--- src/rtl/seg7_pkg.sv ---
// rtl/seg7_pkg.sv - shared constants and types for the seven-segment scan decoder
// Contents: HEX_SEG table (active-high gfedcba, index = nibble), SEL_BLANK, state_t.
package seg7_pkg;

  localparam logic [7:0] SEL_BLANK = 8'hFF;

  // Entry [n] is the lit-segment pattern for hex digit n; entry 15 is leftmost.
  localparam logic [15:0][6:0] HEX_SEG = {
    7'h71, 7'h79, 7'h5E, 7'h39, 7'h7C, 7'h77, 7'h6F, 7'h7F,
    7'h07, 7'h7D, 7'h6D, 7'h66, 7'h4F, 7'h5B, 7'h06, 7'h3F
  };

  typedef enum logic [1:0] {
    IDLE   = 2'd0,
    SETTLE = 2'd1,
    HELD   = 2'd2
  } state_t;

endpackage

--- src/rtl/seg7_pattern_decode.sv ---
// rtl/seg7_pattern_decode.sv - active-low 7-segment pattern to hex nibble
// Ports: seg_n[6:0] in (active-low a..g), valid out (pattern is a hex glyph), nibble[3:0] out.
module seg7_pattern_decode
  import seg7_pkg::*;
(
  input  logic [6:0] seg_n,
  output logic       valid,
  output logic [3:0] nibble
);

  always_comb begin
    valid  = 1'b0;
    nibble = 4'd0;
    // Table entries are unique, so at most one index matches.
    for (int i = 0; i < 16; i++) begin
      if (~seg_n == HEX_SEG[i]) begin
        valid  = 1'b1;
        nibble = 4'(i);
      end
    end
  end

endmodule

--- src/rtl/seg7_scan_decoder.sv ---
// rtl/seg7_scan_decoder.sv - rebuilds the 32-bit value shown on a scanned 8-digit display
// Ports: clk, rst (async active-low), seg[7:0]/sel[7:0] active-low inputs;
//        value[31:0], dp_mask[7:0], frame_count, err_count outputs;
//        frame_valid, value_changed, err_pattern, err_sel one-cycle pulses.
module seg7_scan_decoder
  import seg7_pkg::*;
#(
  parameter int unsigned STABLE_CYCLES = 4,
  parameter int unsigned CNT_W         = 16
) (
  input  logic             clk,
  input  logic             rst,
  input  logic [7:0]       seg,
  input  logic [7:0]       sel,
  output logic [31:0]      value,
  output logic             frame_valid,
  output logic             value_changed,
  output logic [7:0]       dp_mask,
  output logic             err_pattern,
  output logic             err_sel,
  output logic [CNT_W-1:0] frame_count,
  output logic [CNT_W-1:0] err_count
);

  localparam logic [7:0] STABLE_MAX = 8'(STABLE_CYCLES);

  // Registered input sample and the sample from the cycle before it.
  logic [7:0] s_seg_q, s_seg_d, s_sel_q, s_sel_d;
  logic [7:0] p_seg_q, p_seg_d, p_sel_q, p_sel_d;
  logic [7:0] cnt_q, cnt_d;
  state_t     state_q, state_d;

  // Working frame being assembled, and which digits have been captured.
  logic [31:0] work_value_q, work_value_d;
  logic [7:0]  work_dp_q, work_dp_d;
  logic [7:0]  seen_q, seen_d;

  logic [31:0]      value_q, value_d;
  logic [7:0]       dp_mask_q, dp_mask_d;
  logic             frame_valid_q, frame_valid_d;
  logic             value_changed_q, value_changed_d;
  logic             err_pattern_q, err_pattern_d;
  logic             err_sel_q, err_sel_d;
  logic [CNT_W-1:0] frame_count_q, frame_count_d;
  logic [CNT_W-1:0] err_count_q, err_count_d;

  logic       dec_valid;
  logic [3:0] dec_nibble;
  logic       changed;
  logic [7:0] cnt_cur;
  logic       eval;
  logic [7:0] sel_n;
  logic       multi_sel;
  logic [2:0] dig_idx;

  seg7_pattern_decode u_decode (
    .seg_n  (s_seg_q[6:0]),
    .valid  (dec_valid),
    .nibble (dec_nibble)
  );

  always_comb begin
    s_seg_d         = seg;
    s_sel_d         = sel;
    p_seg_d         = s_seg_q;
    p_sel_d         = s_sel_q;
    state_d         = state_q;
    work_value_d    = work_value_q;
    work_dp_d       = work_dp_q;
    seen_d          = seen_q;
    value_d         = value_q;
    dp_mask_d       = dp_mask_q;
    frame_valid_d   = 1'b0;
    value_changed_d = 1'b0;
    err_pattern_d   = 1'b0;
    err_sel_d       = 1'b0;
    frame_count_d   = frame_count_q;
    err_count_d     = err_count_q;
    eval            = 1'b0;

    changed = (s_seg_q != p_seg_q) || (s_sel_q != p_sel_q);

    // cnt_cur is how many cycles the current sample has been held, this cycle included.
    if (changed) begin
      cnt_cur = 8'd1;
    end else if (cnt_q >= STABLE_MAX) begin
      cnt_cur = STABLE_MAX;
    end else begin
      cnt_cur = cnt_q + 8'd1;
    end
    cnt_d = cnt_cur;

    case (state_q)
      IDLE: begin
        if (s_sel_q != SEL_BLANK) begin
          state_d = SETTLE;
        end
      end
      SETTLE: begin
        if (s_sel_q == SEL_BLANK) begin
          state_d = IDLE;
        end else if (cnt_cur == STABLE_MAX) begin
          eval    = 1'b1;
          state_d = HELD;
        end
      end
      HELD: begin
        if (changed) begin
          state_d = (s_sel_q == SEL_BLANK) ? IDLE : SETTLE;
        end
      end
      default: state_d = IDLE;
    endcase

    sel_n     = ~s_sel_q;
    multi_sel = (sel_n & (sel_n - 8'd1)) != 8'd0;
    dig_idx   = 3'd0;
    for (int k = 0; k < 8; k++) begin
      if (sel_n[k]) begin
        dig_idx = 3'(k);
      end
    end

    // SETTLE never evaluates a blank sample, so not multi_sel means exactly one digit.
    if (eval) begin
      if (multi_sel) begin
        err_sel_d = 1'b1;
      end else if (!dec_valid) begin
        err_pattern_d = 1'b1;
      end else begin
        work_value_d[{dig_idx, 2'b00} +: 4] = dec_nibble;
        work_dp_d[dig_idx]                  = ~s_seg_q[7];
        seen_d[dig_idx]                     = 1'b1;
        if (seen_d == 8'hFF) begin
          value_d         = work_value_d;
          dp_mask_d       = work_dp_d;
          frame_valid_d   = 1'b1;
          value_changed_d = (work_value_d != value_q);
          frame_count_d   = frame_count_q + CNT_W'(1);
          seen_d          = 8'h00;
        end
      end
    end

    if ((err_pattern_d || err_sel_d) && (err_count_q != {CNT_W{1'b1}})) begin
      err_count_d = err_count_q + CNT_W'(1);
    end
  end

  always_ff @(posedge clk or negedge rst) begin
    if (!rst) begin
      s_seg_q         <= 8'h00;
      s_sel_q         <= 8'h00;
      p_seg_q         <= 8'h00;
      p_sel_q         <= 8'h00;
      cnt_q           <= 8'h00;
      state_q         <= IDLE;
      work_value_q    <= 32'h0;
      work_dp_q       <= 8'h00;
      seen_q          <= 8'h00;
      value_q         <= 32'h0;
      dp_mask_q       <= 8'h00;
      frame_valid_q   <= 1'b0;
      value_changed_q <= 1'b0;
      err_pattern_q   <= 1'b0;
      err_sel_q       <= 1'b0;
      frame_count_q   <= '0;
      err_count_q     <= '0;
    end else begin
      s_seg_q         <= s_seg_d;
      s_sel_q         <= s_sel_d;
      p_seg_q         <= p_seg_d;
      p_sel_q         <= p_sel_d;
      cnt_q           <= cnt_d;
      state_q         <= state_d;
      work_value_q    <= work_value_d;
      work_dp_q       <= work_dp_d;
      seen_q          <= seen_d;
      value_q         <= value_d;
      dp_mask_q       <= dp_mask_d;
      frame_valid_q   <= frame_valid_d;
      value_changed_q <= value_changed_d;
      err_pattern_q   <= err_pattern_d;
      err_sel_q       <= err_sel_d;
      frame_count_q   <= frame_count_d;
      err_count_q     <= err_count_d;
    end
  end

  assign value         = value_q;
  assign dp_mask       = dp_mask_q;
  assign frame_valid   = frame_valid_q;
  assign value_changed = value_changed_q;
  assign err_pattern   = err_pattern_q;
  assign err_sel       = err_sel_q;
  assign frame_count   = frame_count_q;
  assign err_count     = err_count_q;

endmodule

--- config.mk ---
export PLATFORM = sky130hd
export DESIGN_NAME = seg7_scan_decoder
export DESIGN_NICKNAME = d
export VERILOG_FILES = /design/src/rtl/seg7_pkg.sv /design/src/rtl/seg7_pattern_decode.sv /design/src/rtl/seg7_scan_decoder.sv
export SDC_FILE = /design/constraint.sdc
export NUM_CORES = 1
export LEC_CHECK = 0
export CAP_MARGIN = 25
export CORE_AREA = 2 2 108 137
export CTS_CLUSTER_DIAMETER = 150
export DETAILED_ROUTE_END_ITERATION = 7
export DIE_AREA = 0 0 110 139
export GPL_ROUTABILITY_DRIVEN = 0
export PLACE_DENSITY = 0.95
export SLEW_MARGIN = 15
export SYNTH_ARGS = -nofsm -noshare
export SYNTH_HDL_FRONTEND = slang
export SYNTH_SLANG_ARGS = --single-unit
--- constraint.sdc ---
create_clock -name clk -period 5.8 [get_ports clk]
set_input_delay 0.58 -clock clk [delete_from_list [all_inputs] [get_ports clk]]
set_output_delay 0.58 -clock clk [all_outputs]
set_load 0.02 [all_outputs]
==> results of run 1 <==
-- registers in the layout (all words and copies together), names as in the netlist --
signal and flops:
err_sel 1, value 32, cnt_q 8, p_seg_d 8
err_count 16, p_sel_q 8, value_changed 1, seen_q 8
p_seg_q 8, dp_mask 8, err_pattern 1, state_q 2
work_value_q 32, frame_valid 1, p_sel_d 8, work_dp_q 8
frame_count 16
-- layout make-up --
cell class | count | area (sq um)
clock buffers | 18 | 429.2
repair buffers | 101 | 1007
clock inverters | 14 | 128.9
inverters | 17 | 63.81
fillers | 945 | 4028
multi-input cells | 631 | 4006
flip-flops and latches | 166 | 4154
well taps | 178 | 222.7
-- kinds of logic after synthesis --
logic type,Yosys count
xor gates and xnor gates,74
muxes,38
other,1
AOI/OAI and AO/OA,190
DFF,166
and+or+nand+nor,314
buffers and inverters,57
adders and majority gates,10
-- report_power, final --
group	switching (mW)	total (mW)	leakage (nW)	internal, mW
Combinational	0.0900	0.136	1.86	0.0460
Sequential	0.0221	1.19	2.22	1.17
Clock	0.479	1.07	0.267	0.593
Total	0.591	2.40	4.35	1.81
-- cell usage after synthesis, drive strengths merged, types with 3 or more instances --
master   count
a2111oi      6
a211oi       3
a21o         4
a21oi       40
a221oi       3
a22oi        4
a31oi        4
and2         4
and3        19
and3b        3
and4         5
buf         19
clkbuf      21
dfrtp      166
ha           9
inv         17
mux2        31
mux2i        7
nand2      107
nand2b       8
nand3       30
nand3b       3
nand4       16
nor2        56
nor2b        9
nor3        29
nor3b        4
nor4         6
nor4b        5
o211ai       8
o21a         8
o21ai       68
o221ai       3
o22ai        4
o31a         3
o31ai        7
or4          3
xnor2       41
xor2        33
-- through the flow --
stage / total power [mW] / hold WS, ns
finish: 2.401 / -0.002110
global route: 2.472 / 0.006401
CTS: 2.400 / 0.3118
detailed placement: 1.341 / 0.4639
global placement: 1.335 / 0.4525
floorplan: 1.284 / 0.2844
-- routing by layer --
| layer | up-vias | routed length (um) | track usage, % |
|---|---|---|---|
| li1 | 3200 | - | - |
| met1 | 3409 | 8065 | 36.65 |
| met2 | 434 | 10790 | 48.01 |
| met3 | 124 | 1880 | 7.613 |
| met4 | 0 | 1183 | 15.39 |
| met5 | - | 0 | 0 |
-- cells in the final DEF, fill, tap and decap left out, types with 9 or more instances in the layout --
cell and count:
nor2b_1 9, xor2_1 33, nand3_1 30, inv_1 15
xnor2_1 41, nand4_1 16, ha_1 9, and3_1 18
clkbuf_16 17, mux2_2 27, clkdlybuf4s50_1 92, dfrtp_1 166
o21ai_0 55, o21ai_1 13, nor3_1 29, nor2_1 56
nand2_1 106, a21oi_1 40
-- final timing paths --
kind,startpoint,endpoint,depth (start not counted)
worst max-delay path,p_sel_d[1],value_changed,13
worst min-delay path,rst,value[5],1
worst max register to register,p_sel_d[1],value_changed,13
worst min register to register,frame_count[15],frame_count[15],1
max in group asynchronous,rst,frame_count[1],2
min in group clk,frame_count[15],frame_count[15],1
==> results.ini, run 1 <==
[run_status]
status=finished with violations
failed_checks=design-rule violations, negative hold slack

[clocking]
h-tree-depth=4
clock_sinks=166
cts_tree=built
cts.reportedPaths.clkPinSlew_ns=0.06
numCtsBuffers=17
holdBufCountCts=0
insertion_delay_ns=0.43
cts-resized-gates=0
root_buffer=clkbuf_16
postCtsSetupBuffers=0
cts_buffer_depth=2

[sta]
skew_ns=0.008534
slew_violations=0
tightest_slew_ns=1.048
fin_crit_ns=4.309
finalCritPeriodShare_pct=74.29
fmax_ghz=0.2321
setup_viol=0
slew_headroom_pct=29.41
whs_ns=-0.002110
final-hold-violation-count=3
fin_tns_setup_ns=0
grt_setup_unrepaired=no
setup_slack_ns=1.491

[logic_synthesis]
synth_top_area_share_pct=49.53
syn_area_per_cell_sq_um=9.867
synth.area.mux_share_pct=4.998
ys_ff_latch=166
synthTopCellsByArea=dfrtp_1 (50%), nand2_1 (4.8%), xnor2_1 (4.3%)
yosys_warnings=0
yosysTopAreaCell=dfrtp_1
post_synth_fa_ha_maj_area_fraction_pct=1.462
synth_xor_area_share_pct=7.728
synthArstFlopShare_pct=100.0
synth_compound_area_share_pct=14.80
synth_edf_count=0
synth_top_family_by_area=simple AND/OR/NAND/NOR gates
syn-instance-count=850
synth-simple-area-share_pct=18.53
ys_seq_area_share_pct=49.53
netlist_area_sq_mm=0.008387
synth_cell_type_count=77
ys.flop_type=dfrtp_1

[final_layout]
design_area_sq_mm=0.01001
diodes=0
layout-drive-gt1-share_pct=8.448
utilization_pct=71.31
final_cells=1125
layout.nets=961
syn2layout_area_growth_pct=19.38

[placement]
dp_hpwl_mm=14.58
dpl.cell_count=1091
place_area_sq_mm=0.009419
io_buffers=93
pre_cts_ws_ns=1.707

[detailed_routing]
vias=7167
vias_per_cell=6.371
drt_iter0_drc=977
firstDrtPassIters=8
final_antenna_net_count=0
wire_per_inst_um=19.49
wl_mm=21.92
post-route-drc-count=6

[run]
maxCapViolCount=0

[power]
ir_drop_mv=0.1777
power.density_mw_per_mm2=239.8
p_leak_nw=4.351

[die]
die_h_um=139
die-area_sq_mm=0.01529
die_x_um=110
initial_utilization_pct=59.74
pin_count=94
fp-row-count=49
core_sq_mm=0.01404

[critical_path]
r2r_slack_ns=1.49
slowest_delay_ns=0.47
crit_chain=nand2b_1 -> a21oi_1 -> nor2_1 -> ha_1 -> ha_1 -> nor2_1 -> and3_1 -> nand2_1 -> o21a_1 -> o31a_1 -> a2111oi_0 -> nand4_1 -> o41a_1
crit_family=compound AO/OA/AOI/OAI gates
path_buf_inv=0
setup.worst_path.end_class=register
start_kind=register
required_ns=6.11
slowest_stage=a2111oi_0
critPathMaxFanout=16
arrival_ns=4.62
crit_type=reg -> reg

[global_routing]
grt_max_degree=112
grt_use_total_pct=29.85
globalRouteOverflowTotal=0
grt_pass1_wl_mm=35.46
first_global_vias=6978
antenna_found_initial=0

[min_path]
hp-class=in -> async

Power figures use the tool's default switching activity.
==> run 2, diff against run 1 <==
--- a/config.mk
+++ b/config.mk
@@ -6,12 +6,12 @@
 export NUM_CORES = 1
 export LEC_CHECK = 0
 export CAP_MARGIN = 25
-export CORE_AREA = 2 2 108 137
+export CORE_AREA = 2 2 118 149
 export CTS_CLUSTER_DIAMETER = 150
 export DETAILED_ROUTE_END_ITERATION = 7
-export DIE_AREA = 0 0 110 139
+export DIE_AREA = 0 0 120 151
 export GPL_ROUTABILITY_DRIVEN = 0
-export PLACE_DENSITY = 0.95
+export PLACE_DENSITY = 0.86
 export SLEW_MARGIN = 15
 export SYNTH_ARGS = -nofsm -noshare
 export SYNTH_HDL_FRONTEND = slang
==> constraint.sdc (replaced) <==
create_clock -name clk -period 3.55 [get_ports clk]
set_input_delay 0.355 -clock clk [delete_from_list [all_inputs] [get_ports clk]]
set_output_delay 0.355 -clock clk [all_outputs]
set_load 0.02 [all_outputs]
==> results.ini, run 2 (same netlist as run 1, synthesis figures left out) <==
[clocking]
h-tree-depth=4  ; unchanged
cts_tree=built
postCtsSetupBuffers=0  ; unchanged
root_buffer=clkbuf_16
clock_sinks=166  ; unchanged
insertion_delay_ns=0.44  ; about the same
numCtsBuffers=17  ; unchanged
cts_buffer_depth=2  ; unchanged
cts.reportedPaths.clkPinSlew_ns=0.06  ; about the same

[global_routing]
grt_max_degree=89  ; -21%
antenna_found_initial=0  ; unchanged
first_global_vias=7033  ; +0.79%
grt_pass1_wl_mm=35.38  ; -0.23%
grt_use_total_pct=25.15  ; -4.7 points
globalRouteOverflowTotal=0  ; unchanged

[die]
die-area_sq_mm=0.01812  ; +19%
die_h_um=151  ; +8.6%
core_sq_mm=0.01664  ; +19%
pin_count=94  ; unchanged
die_x_um=120  ; +9.1%
fp-row-count=53  ; +8.2%
initial_utilization_pct=50.39  ; -9.3 points

[run]
maxCapViolCount=0  ; unchanged

[power]
seqPwrFrac_pct=48.1  ; -1.6 points
p_comb_share_pct=6.2  ; +0.5 points
power.density_mw_per_mm2=389.9  ; +63%
ir_drop_mv=0.2926  ; +65%
p_int_mw=3.065  ; +69%
p_sw_share_pct=24.14  ; -0.48 points
p_leak_nw=4.508  ; +3.6%
p_sw_uw=975.0  ; +65%
power.share.clock_pct=45.7  ; +1.0 points
total_power_mw=4.039  ; +68%

[sta]
fin_crit_ns=3.430  ; -0.8792 ns
slew_violations=0  ; unchanged
fmax_ghz=0.2916  ; +26%
tightest_slew_ns=0.9413  ; -0.1065 ns
setup_viol=0  ; unchanged
skew_ns=0.008707  ; +0.0001729 ns
whs_ns=0.3473  ; +0.3494 ns
finalCritPeriodShare_pct=96.62  ; +22 points
setup_slack_ns=0.1201  ; -1.371 ns
final-hold-violation-count=0  ; -3
slew_headroom_pct=35.63  ; +6.2 points

[final_layout]
diodes=0  ; unchanged
layout_common_cells=dfrtp_1 (165), nand2_1 (106), clkdlybuf4s50_1 (92), nor2_1 (55), o21ai_0 (54)
layout.nets=993  ; +3.3%
layout-drive-gt1-share_pct=11.95  ; +3.5 points
design_area_sq_mm=0.01036  ; +3.5%
layout_commonest_cell=dfrtp_1
fillers=1271  ; +34%
syn2layout_area_growth_pct=23.53
utilization_pct=62.24  ; -9.1 points

[placement]
place_area_sq_mm=0.009737  ; +3.4%
dp_hpwl_mm=15.45  ; +6.0%
pre_cts_ws_ns=0.1299  ; -1.577 ns
io_buffers=93  ; unchanged

[detailed_routing]
wl_mm=21.99  ; +0.31%
wire_per_inst_um=18.34  ; -5.9%
post-route-drc-count=0  ; -6
vias_per_cell=5.967  ; -6.3%
vias=7155  ; -0.17%
firstDrtPassIters=5  ; -3
final_antenna_net_count=0  ; unchanged
drt_iter0_drc=753  ; -23%

[critical_path]
critPathMaxFanout=6  ; -10
start_kind=register
arrival_ns=3.75  ; -0.87 ns
r2r_slack_ns=0.12  ; -1.37 ns
crit_type=reg -> reg
setup.worst_path.end_class=register
required_ns=3.87  ; -2.24 ns

[run_status]
status=completed

[min_path]
hp-class=in -> reg

run 2: changes by cell type in the layout (fill, tap and decap cells not counted), moves of 2 or more:
cell / previous run / this run
buf_2: 2 / 0
buf_4: 5 / 38
clkinv_2: 3 / 0
clkinv_4: 5 / 3
clkinvlp_4: 3 / 6
run 2: cell type report:
class	count	area [sq um]	share of cell area (%)
tap	220	275.3	2.657
sequential	166	4155	40.11
clock buffer	19	442.9	4.275
inverter	17	63.81	0.6159
clock inverter	13	148.9	1.437
timing repair buffer	133	1247	12.04
multi-input combinational	631	4026	38.86
run 2: power groups by stage:
stage               registers, mW  clock network [mW]  logic (mW)
floorplan                    1.96                   0       0.136
global placement             1.97                   0       0.236
detailed placement           1.98                   0       0.241
CTS                          1.94                1.86       0.245
global route                 1.94                1.95       0.273
finish                       1.94                1.85       0.249
run 2: through the flow:
stage,instances,TNS [ns]
5_1_grt,1199,-0.02384
6_report,1199,0
2_1_floorplan,854,0
3_5_place_dp,1166,0
4_1_cts,1199,0
3_3_place_gp,1166,0
run 2: repair_timing:
| item | 4_1_cts | 5_1_grt |
|---|---|---|
| gates resized for setup | 0 | 8 |
| hold endpoints to repair | 4 | 0 |
| setup endpoints to repair | 0 | 1 |
| hold buffers | 1 | 0 |
run 2: metal layers:
| metal | routed length [um] | GRT usage (%) | up-vias |
|---|---|---|---|
| li1 | - | - | 3266 |
| met1 | 8259 | 28.70 | 3482 |
| met2 | 11100 | 42.67 | 317 |
| met3 | 1612 | 7.191 | 90 |
| met4 | 1016 | 13.71 | 0 |
| met5 | 0 | 0 | - |
run 2: worst max-delay path, cell delays in order, from the launching register on:
cell and delay (ns):
dfrtp_1 0.38, nand2b_1 0.18, a21oi_2 0.19, nor2_2 0.07, buf_4 0.15, ha_1 0.37
nor2_1 0.18, and3_1 0.20, nand2_1 0.12, o21a_1 0.21, o31a_1 0.27, a2111oi_1 0.37
nand4_1 0.18, o41a_1 0.45
run 2: worst paths after layout:
path                            startpoint              end  cells past startpoint
max reg2reg                     p_sel_d[1]    value_changed                     13
max                             p_sel_d[1]    value_changed                     13
min                                 sel[4]       p_sel_d[4]                      1
min in group asynchronous              rst  work_value_q[4]                      2
max in group asynchronous              rst      frame_valid                      3
min reg2reg                frame_count[15]  frame_count[15]                      1
